===== src/rtl/lru_evict_drain.sv =====
// Writeback drain for LRU victims: dirty entries go into a small FIFO and leave over wb_*, while clean entries are dropped and counted.
// Optional build macro LRU_EVICT_MERGE_EN merges a dirty victim into a matching non-head entry in place.
module lru_evict_drain #(
  parameter int DATAW      = 64,
  parameter int DEPTH      = 4,
  parameter int LINE_ADDRW = 26,
  parameter int CNTW       = 16
) (
  input  logic                         clk,
  input  logic                         reset,
  input  logic                         evict_valid,
  input  logic                         evict_dirty,
  input  logic [DATAW-1:0]             evict_data,
  output logic                         evict_ready,
  output logic                         wb_valid,
  output logic [DATAW-1:0]             wb_data,
  input  logic                         wb_ready,
  input  logic [LINE_ADDRW-1:0]        lookup_addr,
  output logic                         lookup_hit,
  output logic [$clog2(DEPTH+1)-1:0]   pending,
  output logic [CNTW-1:0]              drop_count
);
  localparam int PTRW  = $clog2(DEPTH);
  localparam int PENDW = $clog2(DEPTH+1);

  logic [DATAW-1:0] mem [DEPTH];
  logic [PTRW-1:0]  head_reg, tail_reg;
  logic [PENDW-1:0] pending_reg, pending_next;
  logic [CNTW-1:0]  drop_reg;
  logic [DEPTH-1:0] entry_valid, lookup_match, write_en;
  logic             full, fire, push, pop, merge;

  assign full = (pending_reg == PENDW'(DEPTH));
  assign fire = evict_valid && evict_ready;
  assign pop  = wb_valid && wb_ready;

`ifdef LRU_EVICT_MERGE_EN
  logic [DEPTH-1:0] evict_match;
  logic             match_nonhead;
  assign match_nonhead = |evict_match;
  assign evict_ready   = !full || match_nonhead;
  assign merge         = fire && evict_dirty && match_nonhead;
`else
  assign evict_ready = !full;
  assign merge       = 1'b0;
`endif
  assign push = fire && evict_dirty && !merge;

  // A slot is live when its distance from the head is below the occupancy.
  for (genvar gi = 0; gi < DEPTH; gi++) begin : g_slot
    logic [PTRW-1:0] offs;
    assign offs             = PTRW'(gi) - head_reg;
    assign entry_valid[gi]  = PENDW'(offs) < pending_reg;
    assign lookup_match[gi] = entry_valid[gi] &&
                              (mem[gi][DATAW-2 -: LINE_ADDRW] == lookup_addr);
`ifdef LRU_EVICT_MERGE_EN
    // The head is excluded because it may already be on its way to memory.
    assign evict_match[gi] = entry_valid[gi] && (PTRW'(gi) != head_reg) &&
                             (mem[gi][DATAW-2 -: LINE_ADDRW] == evict_data[DATAW-2 -: LINE_ADDRW]);
    assign write_en[gi]    = (push && (tail_reg == PTRW'(gi))) || (merge && evict_match[gi]);
`else
    assign write_en[gi]    = push && (tail_reg == PTRW'(gi));
`endif
  end

  always_ff @(posedge clk) begin
    for (int i = 0; i < DEPTH; i++) begin
      if (write_en[i]) mem[i] <= evict_data;
    end
  end

  always_comb begin
    pending_next = pending_reg;
    case ({push, pop})
      2'b10:   pending_next = pending_reg + 1'b1;
      2'b01:   pending_next = pending_reg - 1'b1;
      default: pending_next = pending_reg;
    endcase
  end

  always_ff @(posedge clk) begin
    if (reset) begin
      head_reg    <= '0;
      tail_reg    <= '0;
      pending_reg <= '0;
      drop_reg    <= '0;
    end else begin
      if (push) tail_reg <= tail_reg + 1'b1;
      if (pop)  head_reg <= head_reg + 1'b1;
      pending_reg <= pending_next;
      if (fire && !evict_dirty && (drop_reg != '1)) drop_reg <= drop_reg + 1'b1;
    end
  end

  assign wb_valid   = (pending_reg != '0);
  assign wb_data    = mem[head_reg];
  assign lookup_hit = |lookup_match;
  assign pending    = pending_reg;
  assign drop_count = drop_reg;

  a_no_push_full: assert property (@(posedge clk) disable iff (reset) !(push && full));
endmodule


===== config.mk =====
export PLATFORM = sky130hd
export DESIGN_NAME = lru_evict_drain
export DESIGN_NICKNAME = d
export VERILOG_FILES = /design/src/rtl/lru_evict_drain.sv
export SDC_FILE = /design/constraint.sdc
export NUM_CORES = 1
export LEC_CHECK = 0
export CAP_MARGIN = 20
export CELL_PAD_IN_SITES_DETAIL_PLACEMENT = 0
export CELL_PAD_IN_SITES_GLOBAL_PLACEMENT = 1
export CORE_AREA = 4 4 211 213
export CTS_CLUSTER_SIZE = 8
export DETAILED_ROUTE_END_ITERATION = 10
export DIE_AREA = 0 0 215 217
export DONT_BUFFER_PORTS = 1
export GPL_ROUTABILITY_DRIVEN = 1
export PLACE_DENSITY_LB_ADDON = 0.1
export SLEW_MARGIN = 10
export SYNTH_ARGS = -nofsm -noshare
export SYNTH_HDL_FRONTEND = slang
export SYNTH_SLANG_ARGS = --single-unit

===== constraint.sdc =====
create_clock -name clk -period 3.1 [get_ports clk]
set_clock_uncertainty 0.05 [all_clocks]
set_input_delay 0.465 -clock clk [delete_from_list [all_inputs] [get_ports clk]]
set_output_delay 0.465 -clock clk [all_outputs]
set_load 0.02 [all_outputs]

# After elaboration in Yosys (flattened, before gate mapping)

Memories as Yosys holds them, arrays and structs flattened. A register that Yosys moved wholly into a read port is not among the register bits.
Cells that the tools add are included.

Bits of input ports: 95
Word-level logic and storage cells: 71
Memories kept: 1
Output and inout bits: 86
Flip-flop bits (word level): 23
RAM bits: 256

Order comparisons: 4
Reductions and logical operators: 22
Muxes and demuxes: 20
Equality and inequality tests: 11
$add $sub $neg: 9

Memories:

| name | words | bits a word | read ports | clocked after memory_dff | wr ports | RTL line | RTL |
|---|---|---|---|---|---|---|---|
| mem  | 4     | 64          | 5          | 1                        | 1        | 26       | `logic [DATAW-1:0] mem [DEPTH];` |

Operators with widths:

| operator              | count |
|---|---|
| $mux 64               | 3 |
| $reduce_or 64->1      | 3 |
| $eq 26x26->1          | 4 |
| $add 16x1->16 const B | 1 |
| $ne 16x16->1 const B  | 1 |
| $logic_and 1x1->1     | 13 |
| $lt 2x3->1            | 4 |
| $mux 1                | 11 |
| $mux 2                | 5 |
| $eq 2x2->1 const B    | 3 |
| $pmux 3 s2            | 1 |
| $add 2x1->2 const B   | 2 |
| $eq 2x1->1 const B    | 2 |
| $reduce_or 4->1       | 1 |
| $sub 1x2->2 const A   | 2 |
| $sub 2x2->2 const A   | 2 |
| $add 3x1->3 const B   | 1 |
| $eq 3x3->1 const B    | 1 |
| $reduce_bool 3->1     | 1 |
| $sub 3x1->3 const B   | 1 |
| $logic_not 1->1       | 2 |
| $logic_not 2->1       | 1 |
| $reduce_bool 2->1     | 1 |

# Logic depth before layout (Yosys ltp)

Gate-level depths: netlist (run 1).

Depth after elaboration: 11
Gate-level depth with buffers: 10
Gate-level depth less buffers: 9

# Worst setup path before layout (run 1)

OpenSTA, ideal clock, no wires.

Path kind: register to register
Start: register pending_reg[0] (netlist: pending[0])
End: memory mem[1][0] (enable)
Buffers on the path: 1
Slack: -0.094 ns
Data required time: 2.621 ns
Library setup time: 0.429 ns
Arrival time: 2.715 ns
Period minus slack after synthesis: 3.194 ns
Cell stages (with the launch flop): 5
Cell sequence: dfxtp_1 > or3b_4 > and3_2 > clkbuf_1 > and2_1

Word-level cells in the longest chain between the ends: 11
Elaborated cells on any way between the ends: 25
Classes of those cells: eq/ne: 1; mux: 14; reduce/logical: 10

RTL lines:

| element                                                         | RTL line | RTL |
|---|---|---|
| from (decl)                                                     | 28       | `logic [PENDW-1:0] pending_reg, pending_next;` |
| from (signal assigned)                                          | 90       | `pending_reg <= pending_next;` |
| $eq 3x3->1 *                                                    | 33       | `assign full = (pending_reg == PENDW'(DEPTH));` |
| $logic_not 1->1 *                                               | 44       | `assign evict_ready = !full;` |
| net evict_ready                                                 | 14       | `output logic evict_ready,` |
| $logic_and 1x1->1 *                                             | 34       | `assign fire = evict_valid && evict_ready;` |
| $logic_and 1x1->1 *                                             | 47       | `assign push = fire && evict_dirty && !merge;` |
| $logic_and 1x1->1 *                                             | 62       | `assign write_en[gi] = push && (tail_reg == PTRW'(gi));` |
| net write_en[1]                                                 | 30       | `logic [DEPTH-1:0] entry_valid, lookup_match, write_en;` |
| $mux 1 *                                                        | 68       | `if (write_en[i]) mem[i] <= evict_data;` |
| $mux 1 (implied by the code) *                                  | 68       |  |
| $reduce_or 64->1 (no source line)                               | -        |  |
| $mux 2 (no source line) or $mux 1 (tied branches) (3 in series) | -        |  |
| to (decl)                                                       | 26       |  |

The timed path passes the listed nets; every way through them passes the cells marked *.

# Final worst setup path (run 1)

Start: register pending_reg[1] (netlist: pending[1])
End: output lookup_hit

Word-level cells in the longest chain between the ends: 3
Elaborated cells on any way between the ends: 9
Classes of those cells: order compare: 4; reduce/logical: 5

RTL lines:

| element           | RTL line | RTL |
|---|---|---|
| $lt 2x3->1        | 53       | `assign entry_valid[gi] = PENDW'(offs) < pending_reg;` |
| $logic_and 1x1->1 | 54       | `assign lookup_match[gi] = entry_valid[gi] &&` |
| $reduce_or 4->1 * | 97       | `assign lookup_hit = \|lookup_match;` |
| to (decl)         | 19       | `output logic lookup_hit,` |

Every way passes the cells marked *; elsewhere a longest branch is shown, timed or not.

==> reports/metrics.csv, run 1 <==
metric,value,unit
fp.dieH,217,um
synth_common_cells,"edfxtp_1 (256), xor2_1 (91), mux4_2 (64), xnor2_1 (26), dfxtp_1 (25)",
cts_root_buf,clkbuf_16,
syn_area_per_cell,18.5,um^2
synth.most_common_cell,edfxtp_1,
final_net_count,850,
synthDistinctLibCells,49,
rsz0062_at_grt,no,
htreeDepth,2,
synth_fa_ha_area_share,1.23,%
synth_top_family_by_area,multiplexers,
dp.final_hpwl,21900,um
critPathSlowestCell,or4_4,
fin_crit_sh,95.6,%
worst_pin_slew,836,ps
grt_pass1_wl,46600,um
setup_viol,0,
power_density,737,nW/um^2
initial_core_util,27.7,%
gp_congestion,0.764,
layout_min_cycle_time,2960,ps
netlist_area,11800,um^2
cp-start-kind,register,
synth_edf_count,256,
multi_input_area,3510,um^2
wl_per_cell,24.4,um
maxCapViolCount,0,
design.die.area,46700,um^2
hold_viol,0,
p_leak,4.56,nW
ir_worst_vdd,0.402,mV
yosysTopAreaCell,edfxtp_1,
path_cells,inv_1 > ha_1 > a21oi_1 > nor2_1 > o2111ai_1 > nor4_1 > or4_4,
first_global_vias,6737,
ys_seq_area_share,69.3,%
place_ws,350,ps
cts_tree,done,
worstPathMaxFanout,5,
slew_headroom,44.1,%
die_w,215,um
synth_area_leaders,"edfxtp_1 (65%), mux4_2 (12%), xor2_1 (6.7%), dfxtp_1 (4.2%), xnor2_1 (1.9%)",
ys_async_sr_fraction,0,%
rows,76,
path_clk_slew,50,ps
viasPerCell,4.67,
area_growth,22.6,%
synth_cells,638,
drt-initial-drc-count,321,
clock_sinks,281,
setup_ws,138,ps
port-buffer-count,0,
synth_fp_nets,744,
io-pin-count,181,
endpoint_kind,primary output,
cts_buffer_depth,3,
dr_total_vias,6107,
ff_latch_area,8200,um^2
synthFlopType,edfxtp_1,
grt_start_max_net_pins,42,
muxShareOfSynthArea,12.7,%
status,finished clean,
ys_ff_latch,281,
remaining_drc_errors,0,
fin_tns_setup,0,ps
cp.arrival,2450,ps
antenna_found_initial,1,
cp_num_buf_inv,1,
clock_latency,540,ps
cpLargestDelayFamily,simple AND/OR/NAND/NOR gates,
cpPeakStageDelay,580,ps
overflow,0,
maxSlewViolCount,0,
largest_reg_flops,256,
synth_compound_area_share,1.95,%
synth_top_area_share,65.0,%
synth-simple-area-share,5.01,%
yosys_warnings,0,
layout-drive-gt1-share,20.0,%
min_path_type,primary input to register,
antenna_left,0,
crit_required,2580,ps
placeableCoreArea,42700,um^2
critPathKind,register to primary output,
n_fill_cell,4037,
max_clock_freq,338,MHz
dr.pass1.iters,4,
cts_buffers,41,
grt_usage,13.7,%
wirelength,31900,um
synth-xor-area-share,8.67,%
stdcell_area,14500,um^2
post_dp_cell_area,12700,um^2
[worst paths after layout]
path          startpoint             to  slack, ps  cells past startpoint
max           pending[1]     lookup_hit        140                      7
min                reset  drop_count[3]         60                      3
max reg2reg   pending[0]     pending[2]        370                      9
min reg2reg  tail_reg[1]    tail_reg[1]        530                      2
[what timing repair did]
item	CTS	global route
endpoints found under the setup margin	1	0
hold buffers	66	0
endpoints found under the hold margin	276	0
setup buffers	0	0
gates resized for setup	2	0
[power breakdown]
group          switching, mW  internal, mW
Sequential             0.181          4.32
Clock                   1.55          2.46
Combinational           1.29         0.870
[layout by cell type, fill, tap and decap left out, types with 2 or more instances in the layout]
cell type and count:
edfxtp_1 256, xor2_1 91, dlygate4sd3_1 66, mux4_2 64, clkbuf_16 42, xnor2_1 26, nor4_1 24, dfxtp_1 22
nor2_1 21, clkbuf_1 15, nand2_1 12, inv_1 10, a21oi_1 10, ha_1 10, buf_4 9, buf_12 9
nand3_1 8, nor2b_1 5, and2_4 4, o2111ai_1 4, nand4_1 4, nor3_1 3, o21ai_0 3, or4_1 3
diode_2 2, or3_2 2, and4_1 2, mux2i_1 2, a2111oi_4 2, o31ai_1 2, mux2_4 2, dfxtp_4 2
[final cells by class]
class / count / area share (%)
clock buffers: 57 / 7.64
flip-flops and latches: 281 / 56.6
diodes: 2 / 0.0345
multi-input cells: 326 / 24.2
clock inverters: 3 / 0.311
inverters: 10 / 0.259
repair buffers: 84 / 6.27
well taps: 546 / 4.71
[cells by family (layout without fill, tap and decap cells)]
kind of cell / after synthesis / count (layout)
AOI/OAI and AO/OA: 27 / 27
xor gates and xnor gates: 117 / 117
adders and majority gates: 11 / 11
buffers and inverters: 31 / 154
DFF: 281 / 281
muxes: 69 / 69
other: 0 / 2
and+or+nand+nor: 102 / 102
[layer usage]
metal  up-vias  GRT usage (%)  wire [um]
li1       2742              -          -
met1      3142           16.7      13100
met2       174           22.7      15400
met3        47           5.01       2660
met4         2           4.44        765
met5         -              0         13
[through the flow]
step           hold WS [ps]  util, %  power (mW)  cells
2_1_floorplan           464        -        6.09    638
3_3_place_gp            485     29.7        6.69   1181
3_5_place_dp            485     29.7        6.71   1181
4_1_cts                16.9     33.9        10.9   1307
5_1_grt                77.0     33.9        11.2   1307
6_report               58.0     33.9        10.7   1309
[worst min-delay path, stage by stage]
cell and delay (ps):
nor2b_1 30, o21ai_0 60, nand2_1 50
Power figures use the tool's default switching activity.
==> inputs of run 2 (changes only) <==
--- a/config.mk
+++ b/config.mk
@@ -14,6 +14,7 @@
 export DIE_AREA = 0 0 215 217
 export DONT_BUFFER_PORTS = 1
 export GPL_ROUTABILITY_DRIVEN = 1
+export MAX_ROUTING_LAYER = met4
 export PLACE_DENSITY_LB_ADDON = 0.1
 export SLEW_MARGIN = 10
 export SYNTH_ARGS = -nofsm -noshare
==> reports/metrics.csv, run 2 (synthesis gave the netlist of run 1 again) <==
metric,value,unit,change
status,finished clean,,
clock_latency,550,ps,about the same
worstHoldStart,reset,,
clock_sinks,281,,unchanged
maxSlewViolCount,0,,unchanged
crit_required,2580,ps,about the same
remaining_drc_errors,0,,unchanged
endpoint_kind,primary output,,
swShare,28.4,%,+0.057 points
wl_per_cell,24.4,um,about the same
dr.pass1.iters,4,,unchanged
slew_headroom,43.7,%,-0.37 points
design.die.area,46700,um^2,unchanged
critPathKind,register to primary output,,
p_leak,4.56,nW,about the same
rr_startpoint,pending[0],,
cts_buffer_depth,3,,unchanged
layout_min_cycle_time,2980,ps,+13.1 ps
grt_usage,14.1,%,+0.43 points
power.total,10.7,mW,about the same
ir_worst_vdd,0.402,mV,about the same
max_clock_freq,336,MHz,-0.44%
first_global_vias,6714,,-0.34%
layout-drive-gt1-share,20.0,%,unchanged
power.switching,3.04,mW,+0.29%
gp_congestion,0.775,,+1.3%
internal_power,7.65,mW,about the same
grt_pass1_wl,46600,um,about the same
final_common_cell,edfxtp_1,,
area_growth,22.7,%,about the same
numPlacedInstances,1181,,unchanged
power_density,737,nW/um^2,about the same
maxCapViolCount,0,,unchanged
worst_pin_slew,841,ps,+5.47 ps
rows,76,,unchanged
initial_core_util,27.7,%,unchanged
instances_no_fill,1313,,+0.31%
overflow,0,,unchanged
worstPathMaxFanout,5,,unchanged
clkPwrFrac,37.6,%,about the same
cp.arrival,2460,ps,about the same
drt-initial-drc-count,348,,+8.4%
dp.final_hpwl,21900,um,unchanged
cp-start-kind,register,,
hold_slack,57.9,ps,-0.0815 ps
min_path_type,primary input to register,,
port-buffer-count,0,,unchanged
seq_power_share,42.1,%,about the same
rsz0062_at_grt,no,,
place_ws,350,ps,unchanged
die_w,215,um,unchanged
cts_root_buf,clkbuf_16,,
cts_buffers,41,,unchanged
placeableCoreArea,42700,um^2,unchanged
hold_viol,0,,unchanged
final_net_count,850,,unchanged
io-pin-count,181,,unchanged
final_core_util,34.0,%,about the same
final_cell_mix,"edfxtp_1 (256), xor2_1 (91), dlygate4sd3_1 (66)",,
cts_tree,done,,
setup_ws,125,ps,-13.1 ps
antenna_left,0,,unchanged
fp.dieH,217,um,unchanged
post_dp_cell_area,12700,um^2,unchanged
dr_total_vias,6129,,+0.36%
htreeDepth,2,,unchanged
pwr-share-comb,20.2,%,about the same
setup_viol,0,,unchanged
viasPerCell,4.67,,about the same
largest_reg_flops,256,,unchanged
fin_tns_setup,0,ps,unchanged
grt_start_max_net_pins,42,,unchanged
stdcell_area,14500,um^2,about the same
path_clk_slew,50,ps,about the same
wirelength,32000,um,+0.35%
cts_setup_buffers,0,,unchanged
fin_crit_sh,96.0,%,+0.42 points
antenna_found_initial,4,,+3
startpoint,pending[1],,
## run 2: cell count changes in the layout (fill, tap and decap cells not counted)
cell,previous run,this run
diode_2,2,6
## run 2: what timing repair did
action | in CTS | in global routing
hold buffers | 66 | 0
resized for setup | 2 | 0
endpoints found under the hold margin | 276 | 0
endpoints found under the setup margin | 1 | 0
## run 2: path summary, 6_finish.rpt
kind | to | slack (ps) | cells past startpoint
min | drop_count[3] | 60 | 3
min reg2reg | tail_reg[1] | 530 | 2
max | lookup_hit | 120 | 7
max reg2reg | pending[2] | 370 | 9
## run 2: area by class of cell
cell class                      count  area [um^2]
Antenna cell                        6         15.0
Clock buffer                       57         1110
Clock inverter                      3         45.0
Fill cell                        4036        28200
Inverter                           10         37.5
Multi-Input combinational cell    326         3510
Sequential cell                   281         8200
Tap cell                          546          683
Timing Repair Buffer               84          908
## run 2: power by group through the flow
stage	clock network [mW]	logic [mW]	registers, mW
final	4.02	2.16	4.50
after global routing	4.36	2.33	4.52
after CTS	4.19	2.24	4.51
after detailed placement	0	2.12	4.58
after global placement	0	2.12	4.57
after floorplan	0	1.63	4.46
## run 2: layer usage
metal / up-vias / part of all wire (%) / GRT usage, %
met1: 3160 / 41 / 16.8
met5: - / 0 / -
met2: 179 / 48 / 22.8
li1: 2748 / - / -
met3: 42 / 8.4 / 5.01
met4: 0 / 2.3 / 4.32
## run 2: critical path, cell delays in order, from the launching register on
cell and delay, ps:
dfxtp_2 440, inv_1 90, buf_4 160, ha_1 270, a21oi_1 80, o2111ai_1 230, nor3_1 90, or4_4 540
